[config.mk]
export PLATFORM = sky130hd
export DESIGN_NAME = decode_regfile_pipe
export DESIGN_NICKNAME = d
export VERILOG_FILES = /design/src/rtl/mips_defs_pkg.sv /design/src/rtl/reg_file.sv /design/src/rtl/decode_regfile_pipe.sv
export SDC_FILE = /design/constraint.sdc
export NUM_CORES = 2
export LEC_CHECK = 0
export CORE_MARGIN = 2
export CORE_UTILIZATION = 25
export DETAILED_ROUTE_END_ITERATION = 12
export GPL_ROUTABILITY_DRIVEN = 0
export MAX_ROUTING_LAYER = met4
export PLACE_DENSITY_LB_ADDON = 0.15
export SETUP_SLACK_MARGIN = 0.5
export SYNTH_ARGS = -nofsm -noshare
export SYNTH_HDL_FRONTEND = slang
export SYNTH_SLANG_ARGS = --single-unit
[constraint.sdc]
create_clock -name clock -period 4.8 [get_ports clock]
set_input_delay 0.96 -clock clock [delete_from_list [all_inputs] [get_ports clock]]
set_output_delay 0.96 -clock clock [all_outputs]
set_load 0.05 [all_outputs]
[src/rtl/mips_defs_pkg.sv]
// Shared MIPS decode constants: opcodes, instruction field positions and
// the immediate-extension classification used by the decode stage.
package mips_defs_pkg;

  localparam logic [5:0] OP_JAL  = 6'h03;
  localparam logic [5:0] OP_ANDI = 6'h0C;
  localparam logic [5:0] OP_ORI  = 6'h0D;
  localparam logic [5:0] OP_XORI = 6'h0E;
  localparam logic [5:0] OP_LUI  = 6'h0F;

  localparam int OP_MSB    = 31;
  localparam int OP_LSB    = 26;
  localparam int RS_MSB    = 25;
  localparam int RS_LSB    = 21;
  localparam int RT_MSB    = 20;
  localparam int RT_LSB    = 16;
  localparam int RD_MSB    = 15;
  localparam int RD_LSB    = 11;
  localparam int IMM_MSB   = 15;
  localparam int IMM_LSB   = 0;
  localparam int FUNCT_MSB = 5;
  localparam int FUNCT_LSB = 0;

  localparam int DEFAULT_LINK_REG = 31;

  typedef enum logic [1:0] {
    IMM_SIGN  = 2'd0,
    IMM_ZERO  = 2'd1,
    IMM_UPPER = 2'd2
  } imm_kind_e;

  // Logical immediates are unsigned; LUI arrives already shifted into the upper half.
  function automatic imm_kind_e imm_kind(input logic [5:0] opcode);
    imm_kind_e kind;
    case (opcode)
      OP_ANDI, OP_ORI, OP_XORI: kind = IMM_ZERO;
      OP_LUI:                   kind = IMM_UPPER;
      default:                  kind = IMM_SIGN;
    endcase
    return kind;
  endfunction

endpackage

[src/rtl/reg_file.sv]
// Architectural register file: two combinational read ports, one synchronous
// write port, hard-wired zero register and optional same-cycle write bypass.
module reg_file
  import mips_defs_pkg::*;
#(
  parameter int DATA_W    = 32,
  parameter int REG_N     = 32,
  parameter int BYPASS_EN = 1,
  localparam int ADDR_W   = $clog2(REG_N)
) (
  input  logic              clock,
  input  logic              reset,
  input  logic [ADDR_W-1:0] rs_addr,
  input  logic [ADDR_W-1:0] rt_addr,
  input  logic              wr_en,
  input  logic [ADDR_W-1:0] wr_addr,
  input  logic [DATA_W-1:0] wr_data,
  output logic [DATA_W-1:0] rs_data,
  output logic [DATA_W-1:0] rt_data
);

  if ((1 << ADDR_W) != REG_N) begin : g_reg_n_check
    $error("reg_file: REG_N must be a power of two");
  end

  logic [DATA_W-1:0] regs [REG_N];
  logic              wr_live;

  assign wr_live = wr_en && (wr_addr != '0);

  always_ff @(posedge clock) begin
    if (reset) begin
      for (int i = 0; i < REG_N; i++) begin
        regs[i] <= '0;
      end
    end else if (wr_live) begin
      regs[wr_addr] <= wr_data;
    end
  end

  always_comb begin
    if (rs_addr == '0) begin
      rs_data = '0;
    end else if ((BYPASS_EN != 0) && wr_live && (wr_addr == rs_addr)) begin
      rs_data = wr_data;
    end else begin
      rs_data = regs[rs_addr];
    end
  end

  always_comb begin
    if (rt_addr == '0) begin
      rt_data = '0;
    end else if ((BYPASS_EN != 0) && wr_live && (wr_addr == rt_addr)) begin
      rt_data = wr_data;
    end else begin
      rt_data = regs[rt_addr];
    end
  end

endmodule

[src/rtl/decode_regfile_pipe.sv]
// Decode stage: write-back muxing into the register file, immediate
// extension and the ID/EX pipeline register with flush/stall control.
module decode_regfile_pipe
  import mips_defs_pkg::*;
#(
  parameter int DATA_W    = 32,
  parameter int REG_N     = 32,
  parameter int LINK_REG  = DEFAULT_LINK_REG,
  parameter int BYPASS_EN = 1,
  localparam int ADDR_W   = $clog2(REG_N)
) (
  input  logic              clock,
  input  logic              reset,
  input  logic [31:0]       instr_in,
  input  logic              instr_valid,
  input  logic              stall,
  input  logic              flush,
  input  logic              wb_en,
  input  logic              wb_jal,
  input  logic              wb_mem_to_reg,
  input  logic              wb_reg_dst,
  input  logic [ADDR_W-1:0] wb_rt,
  input  logic [ADDR_W-1:0] wb_rd,
  input  logic [DATA_W-1:0] alu_result,
  input  logic [DATA_W-1:0] mem_data,
  input  logic [DATA_W-1:0] wb_pc_plus4,
  output logic              id_valid,
  output logic [DATA_W-1:0] id_rs_data,
  output logic [DATA_W-1:0] id_rt_data,
  output logic [DATA_W-1:0] id_imme,
  output logic [ADDR_W-1:0] id_rs,
  output logic [ADDR_W-1:0] id_rt,
  output logic [ADDR_W-1:0] id_rd,
  output logic [5:0]        id_opcode,
  output logic [5:0]        id_funct
);

  if (DATA_W < 32) begin : g_data_w_check
    $error("decode_regfile_pipe: DATA_W must be at least 32");
  end

  logic [5:0]        dec_opcode;
  logic [5:0]        dec_funct;
  logic [ADDR_W-1:0] dec_rs;
  logic [ADDR_W-1:0] dec_rt;
  logic [ADDR_W-1:0] dec_rd;
  logic [15:0]       dec_imm16;
  logic [DATA_W-1:0] dec_imme;
  logic [DATA_W-1:0] rs_data;
  logic [DATA_W-1:0] rt_data;
  logic [ADDR_W-1:0] wb_addr;
  logic [DATA_W-1:0] wb_data;

  assign dec_opcode = instr_in[OP_MSB:OP_LSB];
  assign dec_funct  = instr_in[FUNCT_MSB:FUNCT_LSB];
  assign dec_rs     = instr_in[RS_LSB +: ADDR_W];
  assign dec_rt     = instr_in[RT_LSB +: ADDR_W];
  assign dec_rd     = instr_in[RD_LSB +: ADDR_W];
  assign dec_imm16  = instr_in[IMM_MSB:IMM_LSB];

  // A jal link overrides both the destination and source selects.
  always_comb begin
    if (wb_jal) begin
      wb_addr = ADDR_W'(LINK_REG);
    end else if (wb_reg_dst) begin
      wb_addr = wb_rd;
    end else begin
      wb_addr = wb_rt;
    end
  end

  always_comb begin
    if (wb_jal) begin
      wb_data = wb_pc_plus4;
    end else if (wb_mem_to_reg) begin
      wb_data = mem_data;
    end else begin
      wb_data = alu_result;
    end
  end

  // Widths beyond 32 bits keep the same rule: LUI's 32-bit result is sign-extended.
  always_comb begin
    case (imm_kind(dec_opcode))
      IMM_ZERO:  dec_imme = DATA_W'(dec_imm16);
      IMM_UPPER: dec_imme = DATA_W'($signed({dec_imm16, 16'h0000}));
      default:   dec_imme = DATA_W'($signed(dec_imm16));
    endcase
  end

  reg_file #(
    .DATA_W    (DATA_W),
    .REG_N     (REG_N),
    .BYPASS_EN (BYPASS_EN)
  ) u_reg_file (
    .clock   (clock),
    .reset   (reset),
    .rs_addr (dec_rs),
    .rt_addr (dec_rt),
    .wr_en   (wb_en),
    .wr_addr (wb_addr),
    .wr_data (wb_data),
    .rs_data (rs_data),
    .rt_data (rt_data)
  );

  always_ff @(posedge clock) begin
    if (reset || flush) begin
      id_valid   <= 1'b0;
      id_rs_data <= '0;
      id_rt_data <= '0;
      id_imme    <= '0;
      id_rs      <= '0;
      id_rt      <= '0;
      id_rd      <= '0;
      id_opcode  <= '0;
      id_funct   <= '0;
    end else if (!stall) begin
      id_valid   <= instr_valid;
      id_rs_data <= rs_data;
      id_rt_data <= rt_data;
      id_imme    <= dec_imme;
      id_rs      <= dec_rs;
      id_rt      <= dec_rt;
      id_rd      <= dec_rd;
      id_opcode  <= dec_opcode;
      id_funct   <= dec_funct;
    end
  end

endmodule

After elaboration in Yosys (flattened, before gate mapping). Memories as Yosys holds them, arrays and structs flattened. Index checks and enable logic that the tools add are counted.

Memory bits (writable): 1024. Output and inout bits: 124. Bits in registers: 124. Memories: 1.

Equal/unequal tests: 8. Reductions and logical operators: 9. Muxes and demuxes: 18.

Memories: u_reg_file.regs (depth 32, bits a word 32, read ports 2, clocked after memory_dff 0, wr ports 32, line reg_file.sv:26) `logic [DATA_W-1:0] regs [REG_N];`.

Operator list (number): 32-bit two-way mux (7); 32-bit case mux with 2 select lines (1); 32-bit OR reduction (1); 6-bit by 4-bit equality test with 1-bit output, second input constant (4); 5-bit two-way mux (3); 5-bit equality test (2); 5-bit logical NOT (2); 1-bit two-way mux (6); 5-bit nonzero test (1); 2-bit case mux with 2 select lines (1); 1-bit logical AND (3); 3-bit OR reduction (1); 2-bit by 1-bit equality test with 1-bit output, second input constant (1); 2-bit equality test, second input constant (1); 1-bit logical OR (1).

Logic depth before layout (Yosys ltp).
Depth after elaboration: 9. Mapped depth: 9.

Cells and area by module. A second synthesis with hierarchy kept.

Cells, all modules: 4457. Area, all modules: 61011.0 um^2.

By module, submodules not included: reg_file (cells each 3918, area an instance 55723.4 um^2, instances 1); decode_regfile_pipe (cells each 539, area an instance 5287.6 um^2, instances 1).

Worst setup path after synthesis. No wires, ideal clock.

Path kind: input to register. Start: in wb_reg_dst. End: mem u_reg_file.regs[23][0] (enable). Stages on the path: 7. Setup slack: 1161 ps. Arrival: 3156 ps. Cells stage by stage: buf_2 -> mux2i_1 -> nand2_2 -> o41ai_4 -> nor3_2 -> nand4_1 -> nand2b_1.

RTL lines: from (decl) (line decode_regfile_pipe.sv:21) `input logic wb_reg_dst,`; to (decl) (line reg_file.sv:26).

==> metrics.log <==
[metrics] all-layer global routing usage: 0.1996
[metrics] post-synthesis instance total: 4283
[metrics] Post-Synth XOR/XNOR Area: 0.0003053
[metrics] run status: completed
[metrics] area grow syn2layout: 22.33%
[metrics] largest net degree at the start of global routing: 81
[metrics] setup TNS: 0 ns
[metrics] final core utilization: 0.3082
[metrics] global-route met1 utilization: 0.2541
[metrics] final setup skew: 0.02876 ns
[metrics] start-to-end type of the worst setup path: in2reg
[metrics] chip height: 483.1 um
[metrics] start point of the critical path: wb_reg_dst
[metrics] global routing usage on met2: 0.3288
[metrics] Seq cells post-synth: 1148
[metrics] final count of pins violating max slew: 0
[metrics] transition time at the pin with the least slew margin: 1.100 ns
[metrics] number of enable flip-flop cells after synthesis: 1024
[metrics] MaxCap Viol Count: 0
[metrics] antenna violations before repair: 9
[metrics] simple-gate share of the synthesized area: 0.1097
[metrics] Routed WL per cell: 29.75 um
[metrics] Slew headroom: 0.2651
[metrics] later-pin clock latency in the skew report: 0.80 ns
[metrics] dominant combinational cell family by area after synthesis: multiplexers
[metrics] # port buffers: 270
[metrics] worst reg2reg endpoint: id_rs_data[7]
[metrics] Synth Cell Area: 57380 um2
[metrics] aggregate routed wire length: 228900 um
[metrics] global-route wire length before repair: 322200 um
[metrics] CP Capture Type: register
[metrics] type of the worst min-delay path: reg2reg
[metrics] start point of the worst hold path: id_rt_data[30]
[metrics] depth of the worst register-to-register path: 5
[metrics] ys flop type: sky130_fd_sc_hd__edfxtp_1
[metrics] worst slack at placement: 0.4316 ns
[metrics] average via count per standard cell: 5.039
[metrics] final cycle utilization of the critical path: 0.7453
[metrics] global-route met3 utilization: 0.02784
[metrics] share of synthesized area occupied by flip-flops and latches: 0.5792
[metrics] number of resized instances in the post-cts repair step: 0
[metrics] Placeable Area: 227700 um2
[metrics] Max H-tree Level: 4
[metrics] Combinational Power Share: 0.138
[metrics] Switch Pwr: 6.865 mW
[metrics] Final Setup Violations: 0
[metrics] initial core utilization: 0.2520
[metrics] number of sinks driven by the clock tree: 1148
[metrics] cell taking the most area after synthesis: sky130_fd_sc_hd__edfxtp_1
[metrics] row cnt: 175
[metrics] power per cell area: 369.4 nW/um2
[metrics] Clock Tree Root: sky130_fd_sc_hd__clkbuf_16
[metrics] final layout net count: 4718
[metrics] clk buf depth: 3
[metrics] slack of the worst reg-to-reg path: 2.26 ns
[metrics] post-synthesis cell type count: 42
[metrics] IR drop worst, VDD: 0.0002404 V
[metrics] async set or reset register ratio after synthesis: 0
[metrics] CTS tree: done
[metrics] highest fanout seen on the critical path: 19
[metrics] global route hottest layer: met2
[metrics] data arrival time at the worst-slack endpoint: 4.02 ns
[metrics] switching fraction of total power: 0.2648
[metrics] Final Hold Viols: 0
[metrics] filler cell count: 22710
[metrics] hold buffer count at CTS: 0
[metrics] aggregate global routing overflow: 0
[metrics] post-synthesis compound-gate area fraction: 0.04246
[metrics] portion of netlist area occupied by mux cells: 0.2335
[metrics] Warnings, synthesis: 0
[metrics] DRC violation count after routing: 0
[metrics] timing endpoint of the critical path: u_reg_file.regs[19][5]
[metrics] Internal Power: 19.06 mW
[metrics] fin crit period: 3.577 ns
[metrics] post-synth top area share: 0.5359
[metrics] share of cells above drive strength 1: 0.2376
[metrics] violation count after the first detailed-routing iteration: 3337
[metrics] R2R Path Start: u_reg_file.regs[21][7]
[metrics] Final WS setup: 1.223 ns
[metrics] number of clock buffers inserted by TritonCTS: 139
[metrics] 1st-pass router iterations: 7
[metrics] overall die width: 483.1 um
[metrics] post-synthesis adder-cell area fraction: 0.0004361
[metrics] required time at the endpoint of the critical path: 5.25 ns
[metrics] average size of a mapped cell: 13.40 um2
[metrics] via count of the first global-routing pass: 40350
[metrics] largest cells by area after synthesis: sky130_fd_sc_hd__edfxtp_1 (54%), sky130_fd_sc_hd__mux4_2 (20%), sky130_fd_sc_hd__nor2_1 (7.1%), sky130_fd_sc_hd__dfxtp_1 (4.3%), sky130_fd_sc_hd__mux2i_1 (3.2%)
[metrics] Die ar.: 233400 um2
[metrics] fmax: 279.5 MHz
[metrics] Leakage: 23.82 nW
[metrics] proportion of power drawn by flip-flops and latches: 0.451
[metrics] post-CTS clock slew at the launch and capture registers of the worst setup and hold paths: 0.06 ns
[metrics] unrepaired setup endpoints after global routing: no
[metrics] Critical Path Source Type: input port
[metrics] ports placed on the boundary: 271
[metrics] total half-perimeter wirelength after legalization and detailed placement: 147000 um
[metrics] buffer count from post-CTS setup fixing: 0
[metrics] fraction of power consumed by the clock network: 0.412
[metrics] Detail Route Antenna Nets: 0
[metrics] via count: 38770
[metrics] instance count along the most critical hold path: 2
-- power by group through the flow --
stage	Combinational [mW]	Sequential (mW)	Clock, mW
2_1_floorplan	1.89	11.9	0
3_3_place_gp	3.62	11.9	0
3_5_place_dp	3.62	11.9	0
4_1_cts	3.63	11.7	10.9
5_1_grt	3.76	11.7	11.3
6_report	3.57	11.7	10.7
-- registers in the layout, summed over array words and instances (netlist names), 6 cells and up --
register and flops:
id_rt_data 32, id_imme 32, id_opcode 6, u_reg_file.regs 1024
id_rs_data 32, id_funct 6
-- placed cells by master, fill, tap and decap left out, types with 77 or more instances in the layout --
cell type and instances:
sky130_fd_sc_hd__edfxtp_1 1024, sky130_fd_sc_hd__buf_4 203, sky130_fd_sc_hd__a22oi_1 93, sky130_fd_sc_hd__mux4_2 512, sky130_fd_sc_hd__dfxtp_1 124, sky130_fd_sc_hd__nand2_1 390
sky130_fd_sc_hd__clkbuf_16 148, sky130_fd_sc_hd__mux2i_1 182, sky130_fd_sc_hd__nor2_1 1076, sky130_fd_sc_hd__clkdlybuf4s50_1 260, sky130_fd_sc_hd__buf_12 77
-- critical path: stages --
cell	delay [ns]
sky130_fd_sc_hd__clkdlybuf4s50_1	0.61
sky130_fd_sc_hd__buf_4	0.28
sky130_fd_sc_hd__nor3b_1	0.16
sky130_fd_sc_hd__nor2_1	0.26
sky130_fd_sc_hd__o41ai_4	0.16
sky130_fd_sc_hd__nor3_2	0.80
sky130_fd_sc_hd__nand2_2	0.27
sky130_fd_sc_hd__nand2b_2	0.16
sky130_fd_sc_hd__buf_4	0.33
-- worst min path at each step --
stage / endpoint / slack (ns)
2_1_floorplan: id_rs_data[30] / 0.69
3_5_place_dp: id_rt_data[30] / 0.46
4_1_cts: id_rt_data[30] / 0.47
6_report: id_rt_data[30] / 0.47
3_3_place_gp: id_rt_data[30] / 0.46
5_1_grt: id_rt_data[30] / 0.51
-- cells by family (layout without fill, tap and decap cells) --
group                    after synthesis  after routing
flip-flops                          1148           1148
adder cells (fa/ha/maj)                2              2
other                                  1             37
XOR/XNOR                               2              2
buffers and inverters                470            836
AO/OA/AOI/OAI                        366            366
AND/OR/NAND/NOR                     1596           1596
multiplexers                         698            698
-- Yosys cell counts (4+ instances only) --
| cell type | count |
|---|---|
| sky130_fd_sc_hd__nor2_1 | 1079 |
| sky130_fd_sc_hd__edfxtp_1 | 1024 |
| sky130_fd_sc_hd__mux4_2 | 512 |
| sky130_fd_sc_hd__nand2_1 | 415 |
| sky130_fd_sc_hd__clkbuf_1 | 249 |
| sky130_fd_sc_hd__mux2i_1 | 182 |
| sky130_fd_sc_hd__buf_2 | 146 |
| sky130_fd_sc_hd__dfxtp_1 | 124 |
| sky130_fd_sc_hd__a22oi_1 | 93 |
| sky130_fd_sc_hd__o21ai_0 | 67 |
| sky130_fd_sc_hd__a21oi_1 | 66 |
| sky130_fd_sc_hd__o22ai_1 | 65 |
| sky130_fd_sc_hd__a221oi_1 | 62 |
| sky130_fd_sc_hd__inv_1 | 37 |
| sky130_fd_sc_hd__nand2b_1 | 35 |
| sky130_fd_sc_hd__buf_1 | 32 |
| sky130_fd_sc_hd__nor2b_1 | 20 |
| sky130_fd_sc_hd__nand4_1 | 8 |
| sky130_fd_sc_hd__nor3_1 | 8 |
| sky130_fd_sc_hd__nand3_1 | 7 |
| sky130_fd_sc_hd__nor4_1 | 7 |
| sky130_fd_sc_hd__buf_4 | 6 |
| sky130_fd_sc_hd__mux2_2 | 4 |
| sky130_fd_sc_hd__o211ai_1 | 4 |
| sky130_fd_sc_hd__or2_2 | 4 |
-- cell type report --
type	count	area, um2	share of cell area
sequential	1148	33230	0.4735
antenna	5	12.51	0.0001783
timing repair buffer	547	5749	0.08191
multi-input combinational	2696	22760	0.3242
tap	3009	3765	0.05364
clock buffer	185	3933	0.05603
clock inverter	67	590.6	0.008414
inverter	37	148.9	0.002121
-- routing by layer --
metal / wire length [um] / share of wire
met4: 7333 / 0.032
met2: 112100 / 0.49
met3: 11050 / 0.048
met5: 0 / 0
met1: 98390 / 0.43
-- through the flow --
step	hold WS (ns)	power, mW	std cells	cell area, um2
floorplan	0.6861	13.81	4314	57490
global placement	0.4576	15.48	7437	65650
detailed placement	0.4583	15.51	7437	65650
CTS	0.4718	26.22	7689	70170
global route	0.5096	26.78	7692	70180
finish	0.4671	25.92	7694	70190
(Power assumes the default switching activity.)
